$ cat src/rtl/mxv_sequencer.sv
// -----------------------------------------------------------------------------
// mxv_sequencer
//
// Control sequencer for an N x N matrix-vector multiply (Out = M x V).
// It walks the row and column indices, issues operand addresses and MAC
// strobes to an external single-cycle-latency MAC unit, and hands each
// finished row result to a sink over a valid/ready handshake.
//
// Per row: N RUN cycles (one operand pair each), 1 WAIT cycle (MAC latency),
// then OUT until the sink accepts. Every output is a register. Its value is
// computed from the next state, so the outputs line up with the state the
// FSM is entering.
//
// Ports
//   clk        in   system clock, rising edge
//   reset      in   asynchronous active-low reset
//   start      in   request an operation (sampled only in IDLE)
//   abort      in   synchronous abort back to IDLE
//   size       in   matrix dimension N, latched on an accepted start
//   busy       out  high in every state except IDLE
//   done       out  one-cycle pulse after the last row is handed off
//   err_size   out  one-cycle pulse on start with size==0 or size>NMAX
//   mat_addr   out  matrix operand address row*N+col
//   vec_addr   out  vector operand address col
//   mac_en     out  MAC accumulate strobe
//   mac_clr    out  accumulator clear, with the first column of a row
//   mac_last   out  marks the last column of a row
//   out_valid  out  row result available
//   out_ready  in   sink accepts the row result
//   out_row    out  row index of the presented result
// -----------------------------------------------------------------------------
module mxv_sequencer #(
  parameter int NMAX = 8,
  parameter int SW   = $clog2(NMAX + 1),
  parameter int IW   = $clog2(NMAX),
  parameter int AW   = $clog2(NMAX * NMAX)
) (
  input  logic          clk,
  input  logic          reset,
  input  logic          start,
  input  logic          abort,
  input  logic [SW-1:0] size,
  output logic          busy,
  output logic          done,
  output logic          err_size,
  output logic [AW-1:0] mat_addr,
  output logic [IW-1:0] vec_addr,
  output logic          mac_en,
  output logic          mac_clr,
  output logic          mac_last,
  output logic          out_valid,
  input  logic          out_ready,
  output logic [IW-1:0] out_row
);

  typedef enum logic [2:0] {
    S_IDLE,
    S_RUN,
    S_WAIT,
    S_OUT,
    S_DONE
  } state_e;

  localparam logic [SW-1:0] NMAX_S = SW'(NMAX);
  localparam logic [SW-1:0] ONE_S  = SW'(1);

  // row*N+col never exceeds NMAX*NMAX-1, so AW bits cannot wrap.
  function automatic logic [AW-1:0] calc_addr(input logic [IW-1:0] r,
                                               input logic [SW-1:0] n,
                                               input logic [IW-1:0] c);
    return AW'(r) * AW'(n) + AW'(c);
  endfunction

  // True when an index is the last one (N-1) for dimension n.
  function automatic logic is_last(input logic [IW-1:0] idx,
                                   input logic [SW-1:0] n);
    return (SW'(idx) == (n - ONE_S));
  endfunction

  state_e        state_q, state_d;
  logic [IW-1:0] row_q, row_d;
  logic [IW-1:0] col_q, col_d;
  logic [SW-1:0] n_q, n_d;
  logic          err_d;

  logic          busy_q, done_q, err_q;
  logic [AW-1:0] mat_addr_q;
  logic [IW-1:0] vec_addr_q;
  logic          mac_en_q, mac_clr_q, mac_last_q;
  logic          out_valid_q;
  logic [IW-1:0] out_row_q;

  logic          run_d, out_d;

  always_comb begin
    state_d = state_q;
    row_d   = row_q;
    col_d   = col_q;
    n_d     = n_q;
    err_d   = 1'b0;

    if (abort) begin
      state_d = S_IDLE;
      row_d   = '0;
      col_d   = '0;
    end else begin
      case (state_q)
        S_IDLE: begin
          if (start) begin
            if ((size != '0) && (size <= NMAX_S)) begin
              n_d     = size;
              row_d   = '0;
              col_d   = '0;
              state_d = S_RUN;
            end else begin
              err_d = 1'b1;
            end
          end
        end
        S_RUN: begin
          if (is_last(col_q, n_q)) begin
            col_d   = '0;
            state_d = S_WAIT;
          end else begin
            col_d = col_q + IW'(1);
          end
        end
        S_WAIT: state_d = S_OUT;
        S_OUT: begin
          if (out_ready) begin
            if (is_last(row_q, n_q)) begin
              row_d   = '0;
              state_d = S_DONE;
            end else begin
              row_d   = row_q + IW'(1);
              state_d = S_RUN;
            end
          end
        end
        S_DONE:  state_d = S_IDLE;
        default: state_d = S_IDLE;
      endcase
    end

    run_d = (state_d == S_RUN);
    out_d = (state_d == S_OUT);
  end

  always_ff @(posedge clk or negedge reset) begin
    if (!reset) begin
      state_q     <= S_IDLE;
      row_q       <= '0;
      col_q       <= '0;
      n_q         <= '0;
      busy_q      <= 1'b0;
      done_q      <= 1'b0;
      err_q       <= 1'b0;
      mat_addr_q  <= '0;
      vec_addr_q  <= '0;
      mac_en_q    <= 1'b0;
      mac_clr_q   <= 1'b0;
      mac_last_q  <= 1'b0;
      out_valid_q <= 1'b0;
      out_row_q   <= '0;
    end else begin
      state_q     <= state_d;
      row_q       <= row_d;
      col_q       <= col_d;
      n_q         <= n_d;
      busy_q      <= (state_d != S_IDLE);
      done_q      <= (state_d == S_DONE);
      err_q       <= err_d;
      mac_en_q    <= run_d;
      mac_clr_q   <= run_d && (col_d == '0);
      mac_last_q  <= run_d && is_last(col_d, n_d);
      mat_addr_q  <= run_d ? calc_addr(row_d, n_d, col_d) : '0;
      vec_addr_q  <= run_d ? col_d : '0;
      out_valid_q <= out_d;
      out_row_q   <= out_d ? row_d : '0;
    end
  end

  assign busy      = busy_q;
  assign done      = done_q;
  assign err_size  = err_q;
  assign mat_addr  = mat_addr_q;
  assign vec_addr  = vec_addr_q;
  assign mac_en    = mac_en_q;
  assign mac_clr   = mac_clr_q;
  assign mac_last  = mac_last_q;
  assign out_valid = out_valid_q;
  assign out_row   = out_row_q;

endmodule

$ cat config.mk
export PLATFORM = sky130hd
export DESIGN_NAME = mxv_sequencer
export DESIGN_NICKNAME = d
export VERILOG_FILES = /design/src/rtl/mxv_sequencer.sv
export SDC_FILE = /design/constraint.sdc
export NUM_CORES = 1
export LEC_CHECK = 0
export ABC_AREA = 1
export ABC_CLOCK_PERIOD_IN_PS = 12000
export CORE_MARGIN = 1
export CORE_UTILIZATION = 50
export DETAILED_ROUTE_END_ITERATION = 10
export PLACE_DENSITY = 0.85
export SKIP_CTS_REPAIR_TIMING = 1
export SLEW_MARGIN = 5
export SYNTH_ARGS = -nofsm -noshare
export SYNTH_HDL_FRONTEND = slang
export SYNTH_SLANG_ARGS = --single-unit
$ cat constraint.sdc
create_clock -name clk -period 12 [get_ports clk]
set_clock_uncertainty 0.05 [all_clocks]
set_input_delay 1.8 -clock clk [delete_from_list [all_inputs] [get_ports clk]]
set_output_delay 1.8 -clock clk [all_outputs]
set_load 0.03 [all_outputs]
==> impl_metrics.ini <==
[drt]
first_pass_iters = 7
route.detailed.drc = 2
wl_per_cell_um = 12.03
wl_um = 4164
vias_per_cell = 5.000
ant_nets = 0
drt_iter0_drc = 117
vias = 1730

[grt]
overflow = 0
gr-usage-all-layers_pct = 22.41
antenna_found_initial = 0
grt_pass1_wl_um = 7238
grt_max_degree = 33
grt_pass1_vias = 1654

[synthesis]
synth_top_family_by_area = simple AND/OR/NAND/NOR gates
yosysWarnings = 0
synth_simple_gate_area_share_pct = 32.03
synth_area_um2 = 2074
synthAdderAreaFrac_pct = 12.30
ys_top_cells_by_area = dfrtp_1, nand2_1, ha_1
syn_nets = 289
synth_area_leader_cell = dfrtp_1
synth-seq-area-share_pct = 38.60
synth_compound_area_share_pct = 5.247
ys_ff_latch = 32
async_flop_share_pct = 100.0
ys.flop_type = dfrtp_1
netlist_top_cells_count = nand2_1, inv_1, dfrtp_1
synth.distinct_cells = 29
synth_enable_flop_cells = 0
postSynthCellCount = 262
avgSynthCellArea_um2 = 7.918
synth.mux.area_fraction_pct = 0
synthXorXnorAreaFrac_pct = 2.111
yosysMostFrequentCell = nand2_1
synth_top_area_share_pct = 38.60

[clocking]
clockBufferDepth = 2
cts_buffers = 5
clk_latency_ps = 280
cts_tree = built
clk_pin_slew_ps = 70
cts_sinks = 32
root_buffer = clkbuf_8
cts_max_level = 2

[placement]
placed_cell_area_um2 = 2400
place_congestion = 0.9006
place_ws_ps = 5902
dpl.hpwl_um = 3216
io_buffers = 27

[sta]
period_share_pct = 49.11
relSlewSlack_pct = 73.68
rsz0062_at_grt = no
fmax_mhz = 169.7
worst_slack_ps = 6107
tightest_slew_ps = 394.9
fin_hold_ws_ps = 580.1
drv_slew = 0
setup_tns_ps = 0
finalHoldViolCount = 0
finalSetupViolCount = 0
layout_min_cycle_time_ps = 5893

[critical_path]
r2r_cells = 21
crit_path_cell_trace = clkdlybuf4s50_1 -> nor2_2 -> nand3_1 -> nand3_2 -> o21ai_1 -> o21ai_1 -> nand2_1 -> inv_1 -> nand2_1 -> fa_1 -> inv_1 -> fa_1 -> fa_1 -> nand2_1 -> a21oi_1 -> or2_2 -> xor2_1 -> nand4_1 -> a21oi_1
worstPathRequired_ps = 12160
arrival_ps = 6050
slowest_delay_ps = 530
crit_slowest_cell = fa_1
crit_path_end_kind = flip-flop
critPathMaxFanout = 4
critPathLaunchType = primary input
r2r-end = mat_addr[5]$_DFF_PN0_
crit_type = in -> reg
regToRegStartpoint = n_q[0]$_DFF_PN0_
r2r_setup_slack_ps = 7340

[job]
drv_cap = 0

[layout]
area_growth_pct = 20.20
drive_gt1_share_pct = 14.53
final_cell_area_um2 = 2494
nets = 322
final_core_util_pct = 62.34
antenna_cells = 0

[run_status]
violations = design-rule violations
status = finished, violations left

[power_and_ir_drop]
ir_drop_v = 0.00005228
power_density_nw_per_um2 = 116.0
p_leak_nw = 1.328

[floorplanning]
row_count = 23
core-area_um2 = 4000
start_util_pct = 51.86
die_h_um = 66.41
die-area_um2 = 4410
die_w_um = 66.41
io-pin-count = 28

[hold_path]
whs_path_depth = 2
hold_start = n_q[3]$_DFF_PN0_
min_path_type = reg -> reg
min_to = n_q[3]$_DFF_PN0_
==> area by class of cell <==
cell class / instances / area (um2)
Tap cell: 50 / 62.56
Fill cell: 344 / 1506
Multi-Input combinational cell: 179 / 1072
Timing Repair Buffer: 28 / 277.8
Sequential cell: 32 / 800.8
Clock inverter: 1 / 7.507
Inverter: 49 / 186.4
Clock buffer: 7 / 86.33
==> metrics by stage <==
step           power [mW]  std cells
3_3_place_gp       0.2030        338
5_1_grt            0.3067        346
6_report           0.2892        346
3_5_place_dp       0.2042        338
4_1_cts            0.2894        346
2_1_floorplan      0.1829        262
==> worst max path at each step <==
stage,from,end,slack (ps)
6_report,size[1],mat_addr[5]$_DFF_PN0_,6110
5_1_grt,size[1],mat_addr[5]$_DFF_PN0_,5810
4_1_cts,size[1],mat_addr[5]$_DFF_PN0_,6160
3_5_place_dp,size[1],mat_addr[5]$_DFF_PN0_,5900
3_3_place_gp,size[1],mat_addr[5]$_DFF_PN0_,5990
2_1_floorplan,size[1],mat_addr[5]$_DFF_PN0_,6890
==> report_power, final <==
| group | switching, mW | total (mW) | internal (mW) | leakage [nW] |
|---|---|---|---|---|
| sequential | 0.00575 | 0.120 | 0.114 | 0.435 |
| clock | 0.0392 | 0.0857 | 0.0465 | 0.0445 |
| combinational | 0.0553 | 0.0838 | 0.0285 | 0.849 |
| total | 0.100 | 0.289 | 0.189 | 1.33 |
==> cell families (layout without fill, tap and decap cells) <==
logic type,Yosys count,count (layout)
compound gates,18,18
xor+xnor,5,5
fa+ha+maj,18,18
buf+inv,51,85
flops,32,32
simple gates,138,138
==> layer usage <==
| metal | share of wire [%] | GRT usage [%] | wire length (um) | up-vias |
|---|---|---|---|---|
| met5 | 0 | 0 | 0 | - |
| met4 | 1.6 | 9.840 | 66 | 0 |
| met3 | 4.5 | 6.034 | 186 | 6 |
| met2 | 49 | 36.61 | 2055 | 52 |
| met1 | 45 | 27.53 | 1855 | 790 |
| li1 | - | - | - | 882 |
==> critical path, delay by kind of cell <==
family | cells | cell delay (ps)
adder cells (fa/ha/maj) | 3 | 1480
XOR/XNOR | 1 | 190
buffers and inverters | 3 | 670
AO/OA/AOI/OAI | 4 | 670
AND/OR/NAND/NOR | 8 | 1230
==> flip-flops by register name, indices dropped and copies added (netlist names) <==
register	cells
mat_addr	6
n_q	4
col_q	3
out_row	3
row_q	3
state_q	3
vec_addr	3
busy	1
done	1
err_size	1
mac_clr	1
mac_en	1
mac_last	1
out_valid	1
==> layout by cell type, fill, tap and decap left out <==
cell / instances
nor3_1: 2
o21ai_2: 2
nor2_4: 2
nand2_4: 2
nand2_1: 61
nand3_4: 1
o21ai_1: 4
xor2_1: 4
nor2_2: 3
xnor2_1: 1
inv_2: 8
clkinvlp_4: 1
fa_1: 4
inv_4: 1
clkbuf_8: 6
ha_1: 14
dfrtp_1: 32
o211ai_1: 3
nand3_1: 20
clkbuf_1: 1
buf_4: 1
nand3_2: 4
o21ai_0: 2
nand4_1: 3
a21oi_1: 6
nand2_2: 10
nor2_1: 27
nand3b_1: 2
clkdlybuf4s50_1: 27
a21oi_2: 1
or2_2: 1
inv_1: 40
No activity file was read; power rests on OpenSTA's default activity.
